==> src/rtl/pipe_stall_ctrl_pkg.sv <==
// Shared types and constants for the pipeline stall/flush sequencer.
package pipe_stall_ctrl_pkg;

  typedef logic [4:0] reg_addr_t;

  localparam logic [5:0] STALL_NONE     = 6'b000000;
  localparam logic [5:0] STALL_MULTI    = 6'b001111;
  localparam logic [5:0] STALL_LOAD_USE = 6'b000111;

  localparam logic [1:0] MC_IDLE = 2'd0;
  localparam logic [1:0] MC_BUSY = 2'd1;
  localparam logic [1:0] MC_DONE = 2'd2;

endpackage

==> src/rtl/pipe_stall_ctrl_hazard_detect.sv <==
// Load-use hazard compare between the ID source reads and a load sitting in EX.
module hazard_detect
  import pipe_stall_ctrl_pkg::*;
(
  input  logic      id_rs_read,
  input  logic      id_rt_read,
  input  reg_addr_t id_rs_addr,
  input  reg_addr_t id_rt_addr,
  input  logic      ex_is_load,
  input  logic      ex_we,
  input  reg_addr_t ex_w_addr,
  output logic      hazard
);

  logic rs_match;
  logic rt_match;

  assign rs_match = id_rs_read && (id_rs_addr == ex_w_addr);
  assign rt_match = id_rt_read && (id_rt_addr == ex_w_addr);

  // $0 is hardwired to zero, so a load "into" it never produces data to wait for.
  assign hazard = ex_is_load && ex_we && (ex_w_addr != '0) && (rs_match || rt_match);

endmodule

==> src/rtl/pipe_stall_ctrl.sv <==
// Pipeline sequencer: per-stage stall vector, flush pulse, multi-cycle EX timing
// and a saturating stall-cycle performance counter.
module pipe_stall_ctrl
  import pipe_stall_ctrl_pkg::*;
#(
  parameter int MC_CYCLES = 32,
  parameter int CNT_W     = 6,
  parameter int PERF_W    = 32
) (
  input  logic              clk,
  input  logic              rst,
  input  logic              id_rs_read,
  input  logic              id_rt_read,
  input  logic [4:0]        id_rs_addr,
  input  logic [4:0]        id_rt_addr,
  input  logic              ex_is_load,
  input  logic              ex_we,
  input  logic [4:0]        ex_w_addr,
  input  logic              ex_mc_start,
  input  logic              flush_req,
  output logic [5:0]        stall,
  output logic              flush,
  output logic              mc_busy,
  output logic              mc_done,
  output logic [PERF_W-1:0] perf_stall_cyc
);

  logic [1:0]       state_q, state_d;
  logic [CNT_W-1:0] cnt_q, cnt_d;
  logic             load_use;

  hazard_detect u_hazard_detect (
    .id_rs_read (id_rs_read),
    .id_rt_read (id_rt_read),
    .id_rs_addr (id_rs_addr),
    .id_rt_addr (id_rt_addr),
    .ex_is_load (ex_is_load),
    .ex_we      (ex_we),
    .ex_w_addr  (ex_w_addr),
    .hazard     (load_use)
  );

  // NOTE: every signal assigned in always_comb gets a default first, so no path can infer a latch.
  always_comb begin
    state_d = state_q;
    cnt_d   = cnt_q;
    if (flush_req) begin
      state_d = MC_IDLE;
      cnt_d   = '0;
    end else begin
      case (state_q)
        MC_IDLE: if (ex_mc_start) begin
          state_d = MC_BUSY;
          cnt_d   = CNT_W'(MC_CYCLES - 2);
        end
        MC_BUSY: begin
          // Leave BUSY as the count reaches zero, so the op occupies MC_CYCLES cycles
          // including the accepting IDLE cycle and the DONE cycle.
          cnt_d = (cnt_q == '0) ? '0 : cnt_q - CNT_W'(1);
          if (cnt_q <= CNT_W'(1)) state_d = MC_DONE;
        end
        MC_DONE: state_d = MC_IDLE;
        default: state_d = MC_IDLE;
      endcase
    end
  end

  always_comb begin
    stall = STALL_NONE;
    flush = 1'b0;
    if (!rst) begin
      stall = STALL_NONE;
    end else if (flush_req) begin
      flush = 1'b1;
    end else if ((state_q == MC_IDLE && ex_mc_start) || state_q == MC_BUSY) begin
      stall = STALL_MULTI;
    end else if (load_use) begin
      stall = STALL_LOAD_USE;
    end
  end

  // NOTE: sequential state uses non-blocking assignments so all registers update from pre-edge values.
  always_ff @(posedge clk) begin
    if (!rst) begin
      state_q        <= MC_IDLE;
      cnt_q          <= '0;
      mc_busy        <= 1'b0;
      mc_done        <= 1'b0;
      perf_stall_cyc <= '0;
    end else begin
      state_q <= state_d;
      cnt_q   <= cnt_d;
      mc_busy <= (state_d == MC_BUSY);
      mc_done <= (state_d == MC_DONE);
      if (stall != STALL_NONE && perf_stall_cyc != '1)
        perf_stall_cyc <= perf_stall_cyc + PERF_W'(1);
    end
  end

endmodule
==> config.mk <==
export PLATFORM = sky130hd
export DESIGN_NAME = pipe_stall_ctrl
export DESIGN_NICKNAME = d
export VERILOG_FILES = /design/src/rtl/pipe_stall_ctrl_pkg.sv /design/src/rtl/pipe_stall_ctrl_hazard_detect.sv /design/src/rtl/pipe_stall_ctrl.sv
export SDC_FILE = /design/constraint.sdc
export NUM_CORES = 1
export LEC_CHECK = 0
export BUFFER_PORTS_ARGS = -buffer_cell sky130_fd_sc_hd__buf_2
export CAP_MARGIN = 0
export CORE_ASPECT_RATIO = 0.6
export CORE_MARGIN = 4
export CORE_UTILIZATION = 56
export CTS_CLUSTER_DIAMETER = 40
export DETAILED_ROUTE_END_ITERATION = 7
export PLACE_DENSITY = 0.92
export SYNTH_ARGS = -nofsm -noshare
export SYNTH_HDL_FRONTEND = slang
export SYNTH_SLANG_ARGS = --single-unit
==> constraint.sdc <==
create_clock -name clk -period 3.52 [get_ports clk]
set_clock_uncertainty 0.2 [all_clocks]
set_input_delay 0.176 -clock clk [delete_from_list [all_inputs] [get_ports clk]]
set_output_delay 0.176 -clock clk [all_outputs]
set_load 0.05 [all_outputs]
=== After elaboration in Yosys (flattened, before gate mapping) ===
Index checks and enable logic that the tools add are counted.

* Register bits after elaboration: 42
* Latch bits: 0
* Bits in writable memories: 0
* ROM bits: 0
* Logic and storage cells: 45
* Memories: 0

* Add/sub/neg operators: 2
* Multiply operators: 0
* Divide/modulo/power cells: 0
* Order comparisons: 1
* Equality and inequality tests: 7
* Shift operators: 0
* Mux-type cells: 13
* Bitwise gates (word level): 1
* Reductions and logical operators: 16

{| class="wikitable"
|+ Operators by type and width
! cell !! count
|-
| $add 32x1->32 const B || 1
|-
| $ne 32x32->1 const B || 1
|-
| $mux 4 || 3
|-
| $mux 6 || 2
|-
| $pmux 6 s2 || 1
|-
| $eq 5x5->1 || 2
|-
| $logic_and 1x1->1 || 7
|-
| $le 6x1->1 const B || 1
|-
| $logic_not 6->1 || 1
|-
| $mux 2 || 3
|-
| $reduce_bool 6->1 || 1
|-
| $sub 6x1->6 const B || 1
|-
| $reduce_bool 5->1 || 1
|-
| $eq 2x1->1 const B || 2
|-
| $pmux 2 s2 || 1
|-
| $mux 3 || 1
|-
| $eq 2x2->1 const B || 1
|-
| $logic_not 2->1 || 1
|-
| $logic_or 1x1->1 || 2
|-
| $mux 1 || 2
|-
| $ne 2x2->1 const B || 1
|-
| $reduce_and 2->1 || 1
|-
| $reduce_bool 2->1 || 1
|-
| $reduce_or 2->1 || 1
|-
| $not 1->1 || 1
|}

=== Depth between registers and ports, before layout ===
* Depth in word-level cells: 10
* Depth in mapped cells: 9
* Depth with buffers taken out: 7

=== By module ===
Synthesis repeated with hierarchy kept, for this count alone.

* Cell total of the unflattened synthesis: 273
* Area total of the unflattened synthesis: 2303.5 sq um

{| class="wikitable"
|+ By module, submodules not included
! module !! instances !! cells each !! area each (sq um) !! sequential area each (sq um)
|-
| pipe_stall_ctrl || 1 || 256 || 2168.3 || 840.8
|-
| hazard_detect || 1 || 17 || 135.1 || 0.0
|}

=== Worst setup path before layout ===
Ideal clock, no wire load.

* Kind: reg2reg
* From: register perf_stall_cyc[0]
* To: register perf_stall_cyc[1]
* Setup time: 0.128 ns
* Arrival time: 2.117 ns
* Slack: 1.075 ns
* Stages on the path, launching flop included: 10
* Path buffers: 2
* Period minus slack after synthesis: 2.445 ns
* Cell sequence: dfxtp_1 > ha_1 > nand3_1 > nor4_1 > nand4_1 > o211ai_4 > buf_6 > buf_12 > mux2i_1 > nor2_1

* Word-level cells in the longest chain between the ends: 2
* Elaborated cells on any way between the ends: 3

{| class="wikitable"
|+ Ends and longest elaborated chain
! item !! line !! source
|-
| from (decl) || pipe_stall_ctrl.sv:25 || <nowiki>output logic [PERF_W-1:0] perf_stall_cyc</nowiki>
|-
| from (signal assigned) || pipe_stall_ctrl.sv:96 || <nowiki>perf_stall_cyc <= perf_stall_cyc + PERF_W'(1);</nowiki>
|-
| branches (longest 2 deep; another with $add 32x1->32) || n/a ||
|}

Several ways; the timed one is not identified.
A chain may end at the register's enable or synchronous reset.

=== Final worst setup path ===
* From: register state_q[0]
* To: register perf_stall_cyc[27]

* Word-level cells in the longest chain between the ends: 8
* Elaborated cells on any way between the ends: 9

{| class="wikitable"
|+ Ends and longest elaborated chain
! item !! line !! source
|-
| from (decl) || pipe_stall_ctrl.sv:28 || <nowiki>logic [1:0] state_q, state_d;</nowiki>
|-
| from (signal assigned) || pipe_stall_ctrl.sv:91 || <nowiki>state_q <= state_d;</nowiki>
|-
| $logic_not 2->1 || pipe_stall_ctrl.sv:75 || <nowiki>end else if ((state_q == MC_IDLE && ex_mc_start) || state_q == MC_BUSY) begin</nowiki>
|-
| $logic_and 1x1->1 || pipe_stall_ctrl.sv:75 ||
|-
| $logic_or 1x1->1 * || pipe_stall_ctrl.sv:75 ||
|-
| $mux 4 * || pipe_stall_ctrl.sv:75 ||
|-
| $mux 4 * || pipe_stall_ctrl.sv:73 || <nowiki>end else if (flush_req) begin</nowiki>
|-
| $mux 4 * || pipe_stall_ctrl.sv:71 || <nowiki>if (!rst) begin</nowiki>
|-
| $reduce_bool 6->1 * || pipe_stall_ctrl.sv:95 || <nowiki>if (stall != STALL_NONE && perf_stall_cyc != '1)</nowiki>
|-
| $logic_and 1x1->1 * || pipe_stall_ctrl.sv:95 ||
|}

Mark *: on every way between the ends. The rest lies on a longest branch, timed or not.

==> flow_summary.ini <==
[run_status]
status = finished, final reports clean

[final_layout]
antenna-diode-count = 0
drive_gt1_share_pct = 23.2
finalNetCount = 353
fillCellCount = 318
postLayoutCoreUtil_pct = 69.7
area_growth_syn_to_layout_pct = 16.0
final_cell_area_um2 = 2640

[cts]
clk_latency_ps = 290
cts_resized = 0
htree_num_levels = 2
post_cts_buffers = 0
clkSlewWorstSetupHoldPaths_ps = 80
clock_path_buffers = 2
cts_tree = built
numCtsBuffers = 5
cts_hold_buf = 0
root_buffer = clkbuf_8
clock_sinks = 42

[sta]
finalCritPeriodShare_pct = 70.1
slew_headroom_pct = 49.3
fmaxAchievable_mhz = 406
setup_viol = 0
hold_viol = 0
hold_slack_ps = 18.7
worst_slew_pin_slew_ps = 756
slew_viol_final = 0
setup-tns-final_ps = 0
rsz0062_at_grt = false
post-route-min-period_ps = 2470

[setup_path]
path_max_fanout = 61
worst_setup_path_end_kind = register
max_stage_delay_ps = 530
cp-start-kind = register
ff2ff_path_depth = 7
rr_startpoint = state_q[0]
cp_num_buf_inv = 1
cpLargestDelayFamily = compound AO/OA/AOI/OAI gates
cp_cell_sequence = o21bai_1 -> nor2_4 -> or2_4 -> o211ai_4 -> buf_4 -> o21ai_0 -> a21oi_1
r2r_slack_ps = 1050
reg2reg_to = perf_stall_cyc[27]
required_ps = 3520
cp_slowest_cell = o21bai_1
path_class = register to register
cp.arrival_ps = 2470

[synth]
syn_inst = 274
yosysSeqAreaShare_pct = 37.0
syn_avg_cell_area_um2 = 8.30
ys_ff_latch = 42
synth-edff-count = 0
syn_area_um2 = 2270
yosysTopAreaCell = dfxtp_1
synth_ff_type = dfxtp_1
synth.area.top_cells = dfxtp_1 (37%), a21oi_1 (6.8%), or3_1 (4.7%)
yosysWarnings = 0
yosys.cell_types.count = 46
ys_async_sr_fraction_pct = 0
synth_top_area_share_pct = 37.0

[placement]
place_area_um2 = 2530
io_buffers = 61
gp_congestion = 0.872
place_hpwl_um = 4100

[power_and_ir_drop]
max-vdd-ir-drop_v = 0.000218
power.density_nw_per_um2 = 367
power_uw = 967
p_leak_uw = 0.00101

[hold_path]
hold_path_class = primary input to register
hold_depth = 2
hp-start = rst
hold_path_end = perf_stall_cyc[23]

[die]
start_util_pct = 60.0
die_w_um = 90.3
fp.dieH_um = 57.4
core_area_um2 = 3790
rows = 17
die_area_um2 = 5180
io_pins = 64

[global_route]
grt-ovfl-total = 0
grt_usage_pct = 22.0
grt_max_degree = 62
grt_pass1_vias = 2019
grt_first_pass_wirelength_um = 9520
antenna_found_initial = 0

[routing]
drtAntennaViolNets = 0
wl_per_cell_um = 14.9
route.vias.total = 2288
drt-total-wl_um = 5570
drc_errors = 0
drtIter0Drc = 214
vias_per_cell = 6.10
first_pass_iters = 4

[run]
timing.max_cap.violations = 0
-- sequential cells by signal, indices dropped and copies added (netlist names) --
signal	cells
perf_stall_cyc	32
cnt_q	6
state_q	2
mc_done	1
mc_busy	1
-- Yosys cell counts (2+ instances only) --
library cell  count
buf_4             4
buf_2             2
o21ai_1           7
buf_6             3
inv_1             7
nand3_1          16
nand4_1          12
o21a_1            3
or3_1            17
xnor2_1          10
and4_1            4
nor3_1            8
mux2i_1           2
and3_1            7
o211ai_1          3
or4_1             9
o31ai_1          11
nand2b_1          2
o221a_2           2
ha_1              3
nor2_1           13
o21ai_0          12
a21oi_1          31
and2_1            5
dfxtp_1          42
nor4_1            3
clkbuf_1          7
nand2_1          11
-- placed cells by master (no fill, tap or decap), drive strengths merged, types with 2 or more instances in the layout --
master / netlist / layout
buf: 10 / 63
dfxtp: 42 / 42
a21oi: 31 / 31
o21ai: 19 / 19
or3: 17 / 17
nand3: 16 / 16
nor2: 14 / 14
nand4: 12 / 12
nand2: 11 / 11
o31ai: 11 / 11
xnor2: 10 / 10
or4: 9 / 9
nor3: 8 / 8
inv: 7 / 7
and3: 7 / 7
clkbuf: 8 / 7
and2: 5 / 5
and4: 4 / 4
o211ai: 4 / 4
nor4: 3 / 3
o21a: 3 / 3
ha: 3 / 3
nand2b: 3 / 3
mux2i: 2 / 2
o221a: 2 / 2
conb: 1 / 2
or2: 2 / 2
-- layout make-up --
type | instances | area [um2] | share of cell area (%)
clock buffer | 7 | 76.3 | 2.89
clock inverter | 1 | 30.0 | 1.14
inverter | 8 | 30.0 | 1.14
multi-input combinational | 207 | 1280 | 48.6
sequential | 42 | 841 | 31.9
tap | 47 | 58.8 | 2.23
timing repair buffer | 63 | 320 | 12.1
-- cells by family (layout without fill, tap and decap cells) --
group           after synthesis  after routing  share of synthesized area, %
mux                           2              2                         0.881
flops                        42             42                          37.0
buf+inv                      26             79                          6.82
other cells                   1              2                         0.165
compound gates               77             77                          21.0
simple gates                112            112                          28.3
xor+xnor                     11             11                          4.24
fa+ha+maj                     3              3                          1.65
-- worst max path at each step --
| stage | start | endpoint | cells after the start | slack [ps] |
|---|---|---|---|---|
| after global placement | ex_w_addr[1] | perf_stall_cyc[1] | 8 | 1080 |
| after detailed placement | ex_w_addr[1] | perf_stall_cyc[27] | 8 | 1050 |
| after floorplan | perf_stall_cyc[0] | perf_stall_cyc[1] | 9 | 1070 |
| final | state_q[0] | perf_stall_cyc[27] | 7 | 1050 |
| after global routing | perf_stall_cyc[12] | perf_stall_cyc[1] | 7 | 790 |
| after CTS | perf_stall_cyc[12] | perf_stall_cyc[27] | 7 | 1100 |
-- report_power, final --
group,leakage [uW],switching [uW],internal (uW)
clock,0.0000524,167,213
combinational,0.000619,67.4,35.6
sequential,0.000339,4.79,480
-- stage by stage --
stage / cells / setup slack, ps
6_report: 375 / 1050
5_1_grt: 375 / 791
4_1_cts: 375 / 1100
3_5_place_dp: 367 / 1050
3_3_place_gp: 367 / 1080
2_1_floorplan: 275 / 1070
-- layer usage --
| metal | wire [um] | GRT usage [%] | vias up |
|---|---|---|---|
| met5 | 0 | 0 | - |
| met4 | 33 | 4.58 | 0 |
| met3 | 520 | 5.01 | 4 |
| met2 | 2410 | 35.5 | 92 |
| met1 | 2610 | 30.6 | 1069 |
| li1 | - | - | 1123 |
Power figures use the tool's default switching activity.
